`config.mk`:
```
export PLATFORM = sky130hd
export DESIGN_NAME = branch_ckpt_ctrl_flat
export DESIGN_NICKNAME = d
export VERILOG_FILES = /design/src/rtl/branch_ckpt_ctrl_pkg.sv /design/src/rtl/branch_ckpt_ctrl_if.sv /design/src/rtl/priority_encoder.sv /design/src/rtl/branch_ckpt_ctrl.sv /design/src/flat_wrapper.sv
export SDC_FILE = /design/constraint.sdc
export NUM_CORES = 1
export LEC_CHECK = 0
export ABC_AREA = 1
export BUFFER_PORTS_ARGS = -buffer_cell sky130_fd_sc_hd__buf_2
export CAP_MARGIN = 10
export CORE_ASPECT_RATIO = 1.4
export CORE_MARGIN = 5
export CORE_UTILIZATION = 35
export CTS_BUF_LIST = sky130_fd_sc_hd__clkbuf_16
export DETAILED_ROUTE_END_ITERATION = 10
export SLEW_MARGIN = 20
export SYNTH_ARGS = -nofsm -noshare
export SYNTH_HDL_FRONTEND = slang
export SYNTH_SLANG_ARGS = --single-unit
export TNS_END_PERCENT = 5
```
`constraint.sdc`:
```
create_clock -name clk -period 4.6 [get_ports clk]
set_clock_uncertainty 0.1 [all_clocks]
set_input_delay 0.46 -clock clk [delete_from_list [all_inputs] [get_ports clk]]
set_output_delay 0.46 -clock clk [all_outputs]
set_load 0.01 [all_outputs]
```
`src/rtl/branch_ckpt_ctrl_pkg.sv`:
```
// Shared types for the branch checkpoint controller.
//   ckpt_state_e : controller FSM states (IDLE, RECOVER)
//   ckpt_slot_t  : one checkpoint slot (valid, resolved, ds, id)
//   sat_inc32    : saturating 32-bit increment. It is used by the optional
//                  statistics counters, which are built only when
//                  BRANCH_CKPT_STATS_EN is defined.
package branch_ckpt_ctrl_pkg;

  // Widest active-list id a slot can hold. Narrower ids are zero-extended
  // into this field, so the upper bits are constant and get trimmed.
  localparam int CKPT_ID_W = 16;

  typedef enum logic [0:0] {
    IDLE    = 1'b0,
    RECOVER = 1'b1
  } ckpt_state_e;

  typedef struct packed {
    logic                 valid;
    logic                 resolved;
    logic                 ds;
    logic [CKPT_ID_W-1:0] id;
  } ckpt_slot_t;

  function automatic logic [31:0] sat_inc32(input logic [31:0] v);
    return (v == 32'hFFFF_FFFF) ? v : v + 32'd1;
  endfunction

endpackage

```
`src/rtl/branch_ckpt_ctrl_if.sv`:
```
// Bus between the rename stage and the branch checkpoint controller.
//   master : the rename stage / branch unit side. It drives alloc_* and resolve_*.
//   slave  : the controller side. It drives the grant, the slot status,
//            recovery and stall.
// When BRANCH_CKPT_STATS_EN is defined, the slave side also drives
// stat_miss_cnt and stat_full_cycles.
interface branch_ckpt_ctrl_if #(
  parameter int BRANCH_NUM             = 4,
  parameter int BRANCH_NUM_INDEX       = 2,
  parameter int ACTIVE_LIST_SIZE_INDEX = 6
);
  import branch_ckpt_ctrl_pkg::*;

  logic                              alloc_req;
  logic [ACTIVE_LIST_SIZE_INDEX-1:0] alloc_branch_id;
  logic                              alloc_ds_valid;
  logic                              alloc_grant;
  logic [BRANCH_NUM_INDEX-1:0]       alloc_idx;
  logic                              resolve_valid;
  logic [ACTIVE_LIST_SIZE_INDEX-1:0] resolve_branch_id;
  logic                              resolve_miss;
  logic [BRANCH_NUM-1:0]             ckpt_valid;
  logic [BRANCH_NUM-1:0]             ckpt_ds_valid;
  logic                              recover_valid;
  logic [BRANCH_NUM_INDEX-1:0]       recover_idx;
  logic                              stall_rename;
`ifdef BRANCH_CKPT_STATS_EN
  logic [31:0]                       stat_miss_cnt;
  logic [31:0]                       stat_full_cycles;
`else
  // Statistics disabled: no counter signals on the bus.
`endif

  modport master (
    output alloc_req, alloc_branch_id, alloc_ds_valid,
    output resolve_valid, resolve_branch_id, resolve_miss,
    input  alloc_grant, alloc_idx, ckpt_valid, ckpt_ds_valid,
    input  recover_valid, recover_idx, stall_rename
`ifdef BRANCH_CKPT_STATS_EN
    , input stat_miss_cnt, stat_full_cycles
`endif
  );

  modport slave (
    input  alloc_req, alloc_branch_id, alloc_ds_valid,
    input  resolve_valid, resolve_branch_id, resolve_miss,
    output alloc_grant, alloc_idx, ckpt_valid, ckpt_ds_valid,
    output recover_valid, recover_idx, stall_rename
`ifdef BRANCH_CKPT_STATS_EN
    , output stat_miss_cnt, stat_full_cycles
`endif
  );

endinterface

```
`src/rtl/priority_encoder.sv`:
```
// Generic priority encoder.
//   req   : request vector
//   valid : at least one request bit is set
//   idx   : index of the winning bit. The lowest set bit wins when
//           bottom_up=1; the highest set bit wins otherwise.
module priority_encoder #(
  parameter int WIDTH     = 4,
  parameter int IDX_W     = (WIDTH > 1) ? $clog2(WIDTH) : 1,
  parameter bit bottom_up = 1'b1
) (
  input  logic [WIDTH-1:0] req,
  output logic             valid,
  output logic [IDX_W-1:0] idx
);

  assign valid = |req;

  generate
    if (bottom_up) begin : g_low_first
      // Scan downwards so the lowest set bit is the last assignment.
      always_comb begin
        idx = '0;
        for (int i = WIDTH - 1; i >= 0; i--) begin
          if (req[i]) idx = IDX_W'(i);
        end
      end
    end else begin : g_high_first
      always_comb begin
        idx = '0;
        for (int i = 0; i < WIDTH; i++) begin
          if (req[i]) idx = IDX_W'(i);
        end
      end
    end
  endgenerate

endmodule

```
`src/rtl/branch_ckpt_ctrl.sv`:
```
// Branch checkpoint controller.
// Checkpoint slots are kept as a circular buffer. The buffer has a head
// pointer (oldest slot), a tail pointer (next free slot) and an occupancy
// count. Branches are allocated at the tail. Resolved branches retire from
// the head in order. A mispredict squashes every slot younger than the
// mispredicted branch and starts a one-cycle RECOVER pulse.
//   clk, rst_n : clock and synchronous active-low reset
//   bus        : branch_ckpt_ctrl_if.slave. It carries alloc_*, resolve_*,
//                ckpt_valid/ckpt_ds_valid, recover_valid/recover_idx and
//                stall_rename.
// Optional build macro BRANCH_CKPT_STATS_EN adds two saturating 32-bit
// counters: stat_miss_cnt and stat_full_cycles.
module branch_ckpt_ctrl
  import branch_ckpt_ctrl_pkg::*;
#(
  parameter int BRANCH_NUM             = 4,
  parameter int BRANCH_NUM_INDEX       = 2,
  parameter int ACTIVE_LIST_SIZE_INDEX = 6
) (
  input logic               clk,
  input logic               rst_n,
  branch_ckpt_ctrl_if.slave bus
);

  localparam int CW = BRANCH_NUM_INDEX + 1;
  localparam logic [CW-1:0] CNT_FULL = CW'(BRANCH_NUM);

  ckpt_slot_t                  slot_reg [BRANCH_NUM];
  logic [BRANCH_NUM_INDEX-1:0] head_reg;
  logic [BRANCH_NUM_INDEX-1:0] tail_reg;
  logic [CW-1:0]               count_reg;
  ckpt_state_e                 state_reg;
  logic                        recover_valid_reg;
  logic [BRANCH_NUM_INDEX-1:0] recover_idx_reg;

  logic [BRANCH_NUM-1:0]       match_vec;
  logic [BRANCH_NUM-1:0]       valid_vec;
  logic [BRANCH_NUM-1:0]       ds_vec;
  logic                        match_found;
  logic [BRANCH_NUM_INDEX-1:0] match_idx;
  logic [BRANCH_NUM_INDEX-1:0] miss_depth;
  logic [CKPT_ID_W-1:0]        resolve_id_ext;
  logic [CKPT_ID_W-1:0]        alloc_id_ext;
  logic full, take_hit, take_miss, grant, retire;

  assign resolve_id_ext = CKPT_ID_W'(bus.resolve_branch_id);
  assign alloc_id_ext   = CKPT_ID_W'(bus.alloc_branch_id);

  generate
    for (genvar gi = 0; gi < BRANCH_NUM; gi++) begin : g_slot
      assign match_vec[gi] = slot_reg[gi].valid && (slot_reg[gi].id == resolve_id_ext);
      assign valid_vec[gi] = slot_reg[gi].valid;
      assign ds_vec[gi]    = slot_reg[gi].ds;
    end
  endgenerate

  // When several live slots carry the same id, the lowest slot index wins.
  priority_encoder #(
    .WIDTH     (BRANCH_NUM),
    .IDX_W     (BRANCH_NUM_INDEX),
    .bottom_up (1'b1)
  ) u_match_enc (
    .req   (match_vec),
    .valid (match_found),
    .idx   (match_idx)
  );

  assign full      = (count_reg == CNT_FULL);
  assign take_hit  = bus.resolve_valid && match_found && !bus.resolve_miss && (state_reg == IDLE);
  assign take_miss = bus.resolve_valid && match_found &&  bus.resolve_miss && (state_reg == IDLE);
  // The full check uses the count before any same-cycle retire.
  assign grant = bus.alloc_req && !full && (state_reg == IDLE) &&
                 !(bus.resolve_valid && bus.resolve_miss && match_found);
  // The mispredicted slot survives recovery, so it must not retire in the
  // same cycle.
  assign retire = slot_reg[head_reg].valid && slot_reg[head_reg].resolved &&
                  !(take_miss && (match_idx == head_reg));
  // Age of the mispredicted slot relative to the head. Modulo-N wrap gives
  // the circular distance.
  assign miss_depth = match_idx - head_reg;

  always_ff @(posedge clk) begin
    if (!rst_n) begin
      state_reg         <= IDLE;
      head_reg          <= '0;
      tail_reg          <= '0;
      count_reg         <= '0;
      recover_valid_reg <= 1'b0;
      recover_idx_reg   <= '0;
      for (int i = 0; i < BRANCH_NUM; i++) slot_reg[i] <= '0;
    end else begin
      // Squash every slot younger than the mispredicted one. Slots are
      // ranked by their distance from the head.
      for (int i = 0; i < BRANCH_NUM; i++) begin
        if (take_miss && ((BRANCH_NUM_INDEX'(i) - head_reg) > miss_depth)) slot_reg[i] <= '0;
      end
      if (take_hit)  slot_reg[match_idx].resolved <= 1'b1;
      if (take_miss) slot_reg[match_idx].resolved <= 1'b0;
      if (retire)    slot_reg[head_reg] <= '0;
      // The grant target is always a free slot. A grant never coincides with
      // a squash, and a free slot is never the retiring head.
      if (grant) begin
        slot_reg[tail_reg].valid    <= 1'b1;
        slot_reg[tail_reg].resolved <= 1'b0;
        slot_reg[tail_reg].ds       <= bus.alloc_ds_valid;
        slot_reg[tail_reg].id       <= alloc_id_ext;
      end

      if (retire) head_reg <= head_reg + BRANCH_NUM_INDEX'(1);

      if (take_miss) begin
        tail_reg  <= match_idx + BRANCH_NUM_INDEX'(1);
        count_reg <= {1'b0, miss_depth} + CW'(1) - CW'(retire);
      end else begin
        if (grant) tail_reg <= tail_reg + BRANCH_NUM_INDEX'(1);
        count_reg <= count_reg + CW'(grant) - CW'(retire);
      end

      case (state_reg)
        IDLE: begin
          if (take_miss) begin
            state_reg         <= RECOVER;
            recover_valid_reg <= 1'b1;
            recover_idx_reg   <= match_idx;
          end else begin
            recover_valid_reg <= 1'b0;
          end
        end
        RECOVER: begin
          state_reg         <= IDLE;
          recover_valid_reg <= 1'b0;
        end
        default: begin
          state_reg         <= IDLE;
          recover_valid_reg <= 1'b0;
        end
      endcase
    end
  end

  assign bus.alloc_grant   = grant;
  assign bus.alloc_idx     = tail_reg;
  assign bus.ckpt_valid    = valid_vec;
  assign bus.ckpt_ds_valid = ds_vec;
  assign bus.recover_valid = recover_valid_reg;
  assign bus.recover_idx   = recover_idx_reg;
  assign bus.stall_rename  = full || (state_reg == RECOVER);

`ifdef BRANCH_CKPT_STATS_EN
  logic [31:0] stat_miss_cnt_reg;
  logic [31:0] stat_full_cycles_reg;

  always_ff @(posedge clk) begin
    if (!rst_n) begin
      stat_miss_cnt_reg    <= '0;
      stat_full_cycles_reg <= '0;
    end else begin
      if (take_miss)             stat_miss_cnt_reg    <= sat_inc32(stat_miss_cnt_reg);
      if (bus.alloc_req && full) stat_full_cycles_reg <= sat_inc32(stat_full_cycles_reg);
    end
  end

  assign bus.stat_miss_cnt    = stat_miss_cnt_reg;
  assign bus.stat_full_cycles = stat_full_cycles_reg;
`else
  // Statistics disabled: no counters are built.
`endif

endmodule

```
`src/flat_wrapper.sv`:
```
// flat-port wrapper written by rule: the top's interface ports become plain ports
module branch_ckpt_ctrl_flat import branch_ckpt_ctrl_pkg::*;
#(
  parameter int BRANCH_NUM             = 4,
  parameter int BRANCH_NUM_INDEX       = 2,
  parameter int ACTIVE_LIST_SIZE_INDEX = 6
)
  (clk, rst_n, bus_alloc_req, bus_alloc_branch_id, bus_alloc_ds_valid, bus_resolve_valid, bus_resolve_branch_id, bus_resolve_miss, bus_alloc_grant, bus_alloc_idx, bus_ckpt_valid, bus_ckpt_ds_valid, bus_recover_valid, bus_recover_idx, bus_stall_rename);
  branch_ckpt_ctrl_if #(.BRANCH_NUM(BRANCH_NUM), .BRANCH_NUM_INDEX(BRANCH_NUM_INDEX), .ACTIVE_LIST_SIZE_INDEX(ACTIVE_LIST_SIZE_INDEX)) bus_i ();
  input logic clk;
  input logic rst_n;
  input wire logic [$bits(bus_i.alloc_req)-1:0] bus_alloc_req;
  input wire logic [$bits(bus_i.alloc_branch_id)-1:0] bus_alloc_branch_id;
  input wire logic [$bits(bus_i.alloc_ds_valid)-1:0] bus_alloc_ds_valid;
  input wire logic [$bits(bus_i.resolve_valid)-1:0] bus_resolve_valid;
  input wire logic [$bits(bus_i.resolve_branch_id)-1:0] bus_resolve_branch_id;
  input wire logic [$bits(bus_i.resolve_miss)-1:0] bus_resolve_miss;
  output wire logic [$bits(bus_i.alloc_grant)-1:0] bus_alloc_grant;
  output wire logic [$bits(bus_i.alloc_idx)-1:0] bus_alloc_idx;
  output wire logic [$bits(bus_i.ckpt_valid)-1:0] bus_ckpt_valid;
  output wire logic [$bits(bus_i.ckpt_ds_valid)-1:0] bus_ckpt_ds_valid;
  output wire logic [$bits(bus_i.recover_valid)-1:0] bus_recover_valid;
  output wire logic [$bits(bus_i.recover_idx)-1:0] bus_recover_idx;
  output wire logic [$bits(bus_i.stall_rename)-1:0] bus_stall_rename;
  assign bus_i.alloc_req = bus_alloc_req;
  assign bus_i.alloc_branch_id = bus_alloc_branch_id;
  assign bus_i.alloc_ds_valid = bus_alloc_ds_valid;
  assign bus_i.resolve_valid = bus_resolve_valid;
  assign bus_i.resolve_branch_id = bus_resolve_branch_id;
  assign bus_i.resolve_miss = bus_resolve_miss;
  assign bus_alloc_grant = bus_i.alloc_grant;
  assign bus_alloc_idx = bus_i.alloc_idx;
  assign bus_ckpt_valid = bus_i.ckpt_valid;
  assign bus_ckpt_ds_valid = bus_i.ckpt_ds_valid;
  assign bus_recover_valid = bus_i.recover_valid;
  assign bus_recover_idx = bus_i.recover_idx;
  assign bus_stall_rename = bus_i.stall_rename;
  branch_ckpt_ctrl #(.BRANCH_NUM(BRANCH_NUM), .BRANCH_NUM_INDEX(BRANCH_NUM_INDEX), .ACTIVE_LIST_SIZE_INDEX(ACTIVE_LIST_SIZE_INDEX)) u_core (.clk(clk), .rst_n(rst_n), .bus(bus_i));
endmodule
```
* Word level (Yosys, flattened, before mapping)
Memory sizes are Yosys's and may differ from the RTL's. A register that Yosys moved wholly into a read port is not among the register bits. Cells that the tools add are included. Widths: inputs -> output; s select.
Storage, ports and cells: register bits 10, RAM bits 36, output and inout port bits 15, word-level logic and storage cells 118, input bits 18, memories 1
Memories:
- u_core.slot_reg | words 4, bits a word 9, rd ports 5, clocked after Yosys merged registers in 1, wr ports 6, line branch_ckpt_ctrl.sv:28 | ckpt_slot_t slot_reg [BRANCH_NUM];
Operators by class: $lt $le $gt $ge 4, reductions and logical operators 30, mux-type cells 43, eq/ne operators 8, bitwise gates (word level) 15, add/sub/neg operators 12
Operator list (count):
- $eq 16x6->1 | 4
- $mux 9 | 5
- $mux 1 | 27
- $logic_and 1x1->1 | 21
- $mux 2 | 9
- $reduce_or 9->1 | 1
- $gt 2x2->1 | 4
- $add 2x1->2 const B | 3
- $eq 2x2->1 | 3
- $sub 3x1->3 | 2
- $and 1x1->1 | 5
- $or 1x1->1 | 5
- $logic_not 1->1 | 4
- $not 1->1 | 4
- $reduce_or 4->1 | 1
- $sub 1x2->2 const A | 2
- $sub 2x2->2 const A | 2
- $add 2x1->3 const B | 1
- $add 3x1->3 | 1
- $eq 3x3->1 const B | 1
- $mux 3 | 1
- $pmux 1 s2 | 1
- $reduce_and 2->1 | 1
- $reduce_bool 2->1 | 1
- 3 further kinds | 3

* Depth between registers and ports, before layout
An unclocked memory read counts as a cell.
depth in word-level cells 15, mapped depth 22

* Cells and area by module
Synthesis repeated with hierarchy kept, for this count alone.
Second synthesis, totals: cells, all modules 331, area total of the unflattened synthesis 2834.0 µm²
Modules (own cells, without submodules):
- branch_ckpt_ctrl | area each 2787.7 µm², cells each 322, instances 1
- priority_encoder | area each 46.3 µm², cells each 9, instances 1

* Least setup slack after synthesis
Ideal clock, no wire load.
path type input to register, start point input port bus_resolve_branch_id[3], end point register u_core.count_reg[2], stages 21, slack 1.201 ns, data arrival time 3.212 ns, required time 4.413 ns, library setup time 0.087 ns, path through buf_4 -> nand2_1 -> nand2_1 -> nor2_1 -> nand2_1 -> nor2_4 -> a31oi_1 -> nor2_1 -> inv_1 -> ha_1 -> inv_1 -> a21oi_2 -> nand2_2 -> nand2_4 -> inv_1 -> ha_1 -> inv_1 -> ha_1 -> fa_1 -> xnor2_1 -> a211oi_1
Between the ends: cells in the longest elaborated chain, start to end 12, elaborated cells between the ends (all ways) 29, classes of those cells add/sub (5); eq/ne (5); mux (5); reduce/logical (14)
RTL lines:
- from (decl) | line flat_wrapper.sv:16 | input wire logic [$bits(bus_i.resolve_branch_id)-1:0] bus_resolve_branch_id;
- $eq 16x6->1 | line branch_ckpt_ctrl.sv:51 | assign match_vec[gi] = slot_reg[gi].valid && (slot_reg[gi].id == resolve_id_ext);
- $logic_and 1x1->1 | line branch_ckpt_ctrl.sv:51
- $mux 2 (3 in series) | line priority_encoder.sv:24 | if (req[i]) idx = IDX_W'(i);
- $mux 2 (*) | line priority_encoder.sv:24
- via u_core.match_idx[0] | line branch_ckpt_ctrl.sv:40 | logic [BRANCH_NUM_INDEX-1:0] match_idx;
- $eq 2x2->1 (*) | line branch_ckpt_ctrl.sv:77 | !(take_miss && (match_idx == head_reg));
- $logic_and 1x1->1 (*) | line branch_ckpt_ctrl.sv:77
- $logic_not 1->1 (*) | line branch_ckpt_ctrl.sv:77
- $logic_and 1x1->1 (*) | line branch_ckpt_ctrl.sv:76 | assign retire = slot_reg[head_reg].valid && slot_reg[head_reg].resolved &&
- via u_core.retire | line branch_ckpt_ctrl.sv:44 | logic full, take_hit, take_miss, grant, retire;
- $sub 3x1->3 (on tied branches) | line branch_ckpt_ctrl.sv:116, branch_ckpt_ctrl.sv:113
- $mux 3 (*) | line branch_ckpt_ctrl.sv:111 | if (take_miss) begin
- to (signal assigned) | line branch_ckpt_ctrl.sv:113 | count_reg <= {1'b0, miss_depth} + CW'(1) - CW'(retire);
- to (signal assigned) | line branch_ckpt_ctrl.sv:116 | count_reg <= count_reg + CW'(grant) - CW'(retire);
- to (decl) | line branch_ckpt_ctrl.sv:31 | logic [CW-1:0] count_reg;
The timed path passes the listed nets; every way through them passes the cells marked *. A chain may end at the register's enable or synchronous reset.

==> flow_summary.ini <==
[status]
status = complete, no violations

[die]
io_pins = 33
design.core.area_um2 = 8200
die_w_um = 87.4
dieArea_um2 = 10300
num_rows = 39
die_h_um = 118
initial_utilization = 0.358

[place]
dp_cells = 502
dpl_worst_slack_ns = 0.848
port_buffers = 32
dp_hpwl_um = 5370
place.gp.congestion = 0.877

[cells_and_area]
fin_cells = 510
syn2layout_area_growth_pct = 13.4
multi_input_area_um2 = 1350
regArea_um2 = 1240
final_util = 0.406
n_fill_cell = 836
nNetsFinal = 437
antennaDiodeCount = 0
largest_reg_flops = 36
drive_above_1_share = 0.191

[routing]
via_count = 2430
via_per_inst = 4.76
drtPass1Iterations = 4
wl_per_cell_um = 13.6
drc_errors = 0
first_iter_violations = 135
ant_nets = 0
drt-total-wl_um = 6960

[grt]
grt_usage = 0.141
grt_max_degree = 16
grt_pass1_vias = 2443
grt_pass1_wl_um = 11300
antenna_found_initial = 0
grt_overflow_total = 0

[logic_synthesis]
synth.cell_area_um2 = 2940
syn_nets = 409
netlist_instances = 379
ys_seq_elements = 48
synth_area_per_cell_um2 = 7.74
ys_top_cells_by_area = edfxtp_1 (29%), dfxtp_1 (14%), nand2_1 (12%)
yosysMostFrequentCell = nand2_1
yosysTopAreaCell = edfxtp_1
synth_cell_types = 37
async_reset_ff_frac = 0
synth_ff_type = edfxtp_1
synthTopCellsByCount = nand2_1 (92), inv_1 (62), nor2_1 (48)
synth_top_area_share = 0.286
synth_edf_count = 28
seq_area_frac_synth = 0.423
yosysWarnings = 0

[timing]
tightestPinTransition_ns = 0.557
rsz0062_at_grt = no
fin_crit_sh = 0.766
finalHoldViolations = 0
setup_viol = 0
fmaxAchievable_ghz = 0.284
slew_headroom = 0.628
setup_tns_ns = 0
maxSlewViolCount = 0
fin_ws_ns = 1.08
period_needed_ns = 3.52

[worst_hold_path]
worst_hold_path_type = in2reg

[clock_tree]
cts_root_buf = clkbuf_16
cts_resized = 0
cts_setup_buffers = 0
tritoncts = done
clkTransAtPathRegs_ns = 0.06
numCtsBuffers = 5
cts_hold_buf = 0
cts_max_level = 2
cts_max_path_buffers = 2
clock-sinks = 48
clkLatencyLatePin_ns = 0.29

[setup_path]
cpMaxStageDelayCell = fa_1
max_stage_delay_ns = 0.41
crit_type = reg2reg
crit_path_end_kind = register
r2r_slack_ns = 1.08
critPathLaunchType = register
cp.buffers_inverters = 5
arrival_ns = 3.62
crit_family = adder cells
cp_max_fo = 8
critPathRequiredTime_ns = 4.70
crit_chain = inv_1, a21oi_1, nand3_1, nor2_4, a31oi_1, nor2_1, inv_1, ha_1, inv_1, a21oi_2, nand2_2, nand2_4, inv_1, ha_1, inv_1, ha_1, fa_1, xnor2_1, a211oi_1
crit_top_cell = inv_1

[pwr]
p_switching_mw = 0.348
finalPower_mw = 1.26
power_density_nw_per_um2 = 377
vdd_drop_max_uv = 209
swShare = 0.277
p_leak_nw = 1.58
power.internal_mw = 0.907
pwr-share-clk = 0.368
p_seq_frac = 0.424
comb_power_share = 0.208

[run]
maxCapViolCount = 0
## layout by cell type (no fill, tap or decap), drive strengths merged
cell type  instances
a211oi             1
a21oi             18
a31oi              1
buf               32
bufinv             2
clkbuf             5
clkinv             1
dfxtp             20
edfxtp            28
fa                 1
ha                11
inv               71
nand2            102
nand3             28
nand4              4
nor2              56
nor3               1
nor4               1
o21ai             15
o221ai             1
o22ai              2
o311ai             1
o31ai              1
or3b               1
xnor2              3
xor2               1
## cell type report
type | instances | share of cell area
Timing Repair Buffer | 32 | 0.0481
Clock buffer | 5 | 0.0376
Multi-Input combinational cell | 249 | 0.404
Sequential cell | 48 | 0.373
Inverter | 71 | 0.0800
Clock inverter | 3 | 0.0192
Tap cell | 102 | 0.0383
## power groups by stage
stage | sequential [mW] | combinational [mW] | clock [mW]
3_3_place_gp | 0.540 | 0.260 | 0
2_1_floorplan | 0.534 | 0.200 | 0
4_1_cts | 0.533 | 0.265 | 0.466
5_1_grt | 0.538 | 0.298 | 0.487
6_report | 0.532 | 0.261 | 0.462
3_5_place_dp | 0.542 | 0.262 | 0
## logic make-up (layout without fill, tap and decap cells)
logic type	Yosys count	in the layout	synth area share
xor gates and xnor gates	4	4	0.0119
AOI/OAI and AO/OA	40	40	0.0776
and+or+nand+nor	193	193	0.315
DFF	48	48	0.423
adders and majority gates	12	12	0.0537
buffers and inverters	82	111	0.119
## final timing paths
kind | to | cells past startpoint | startpoint
worst max-delay path | u_core.count_reg[2] | 19 | u_core.slot_reg[1][8]
worst min-delay path | u_core.state_reg | 3 | bus_resolve_miss
worst max register to register | u_core.count_reg[2] | 19 | u_core.slot_reg[1][8]
worst min register to register | u_core.bus.recover_idx[0] | 2 | u_core.bus.recover_idx[0]
## metal layers
metal	up-vias	global-route usage	wire length, µm
li1	1246	-	-
met1	1111	0.154	2740
met2	54	0.257	3610
met3	19	0.0223	336
met4	0	0.0662	267
met5	-	0	0
## worst reg2reg max path, cell delays in order (launching register included)
cell	delay, ns
dfxtp_1	0.37
inv_1	0.08
a21oi_1	0.13
nand3_1	0.13
nor2_4	0.19
a31oi_1	0.06
nor2_1	0.21
inv_1	0.13
ha_1	0.34
inv_1	0.07
a21oi_2	0.11
nand2_2	0.08
nand2_4	0.11
inv_1	0.05
ha_1	0.26
inv_1	0.04
ha_1	0.20
fa_1	0.41
xnor2_1	0.13
a211oi_1	0.22
## metrics by stage
stage	hold WS [ns]	area (µm²)
final	0.352	3330
after global routing	0.371	3330
after CTS	0.351	3330
after detailed placement	0.358	3140
after global placement	0.351	3140
after floorplan	0.362	2940
Power figures use the tool's default switching activity.
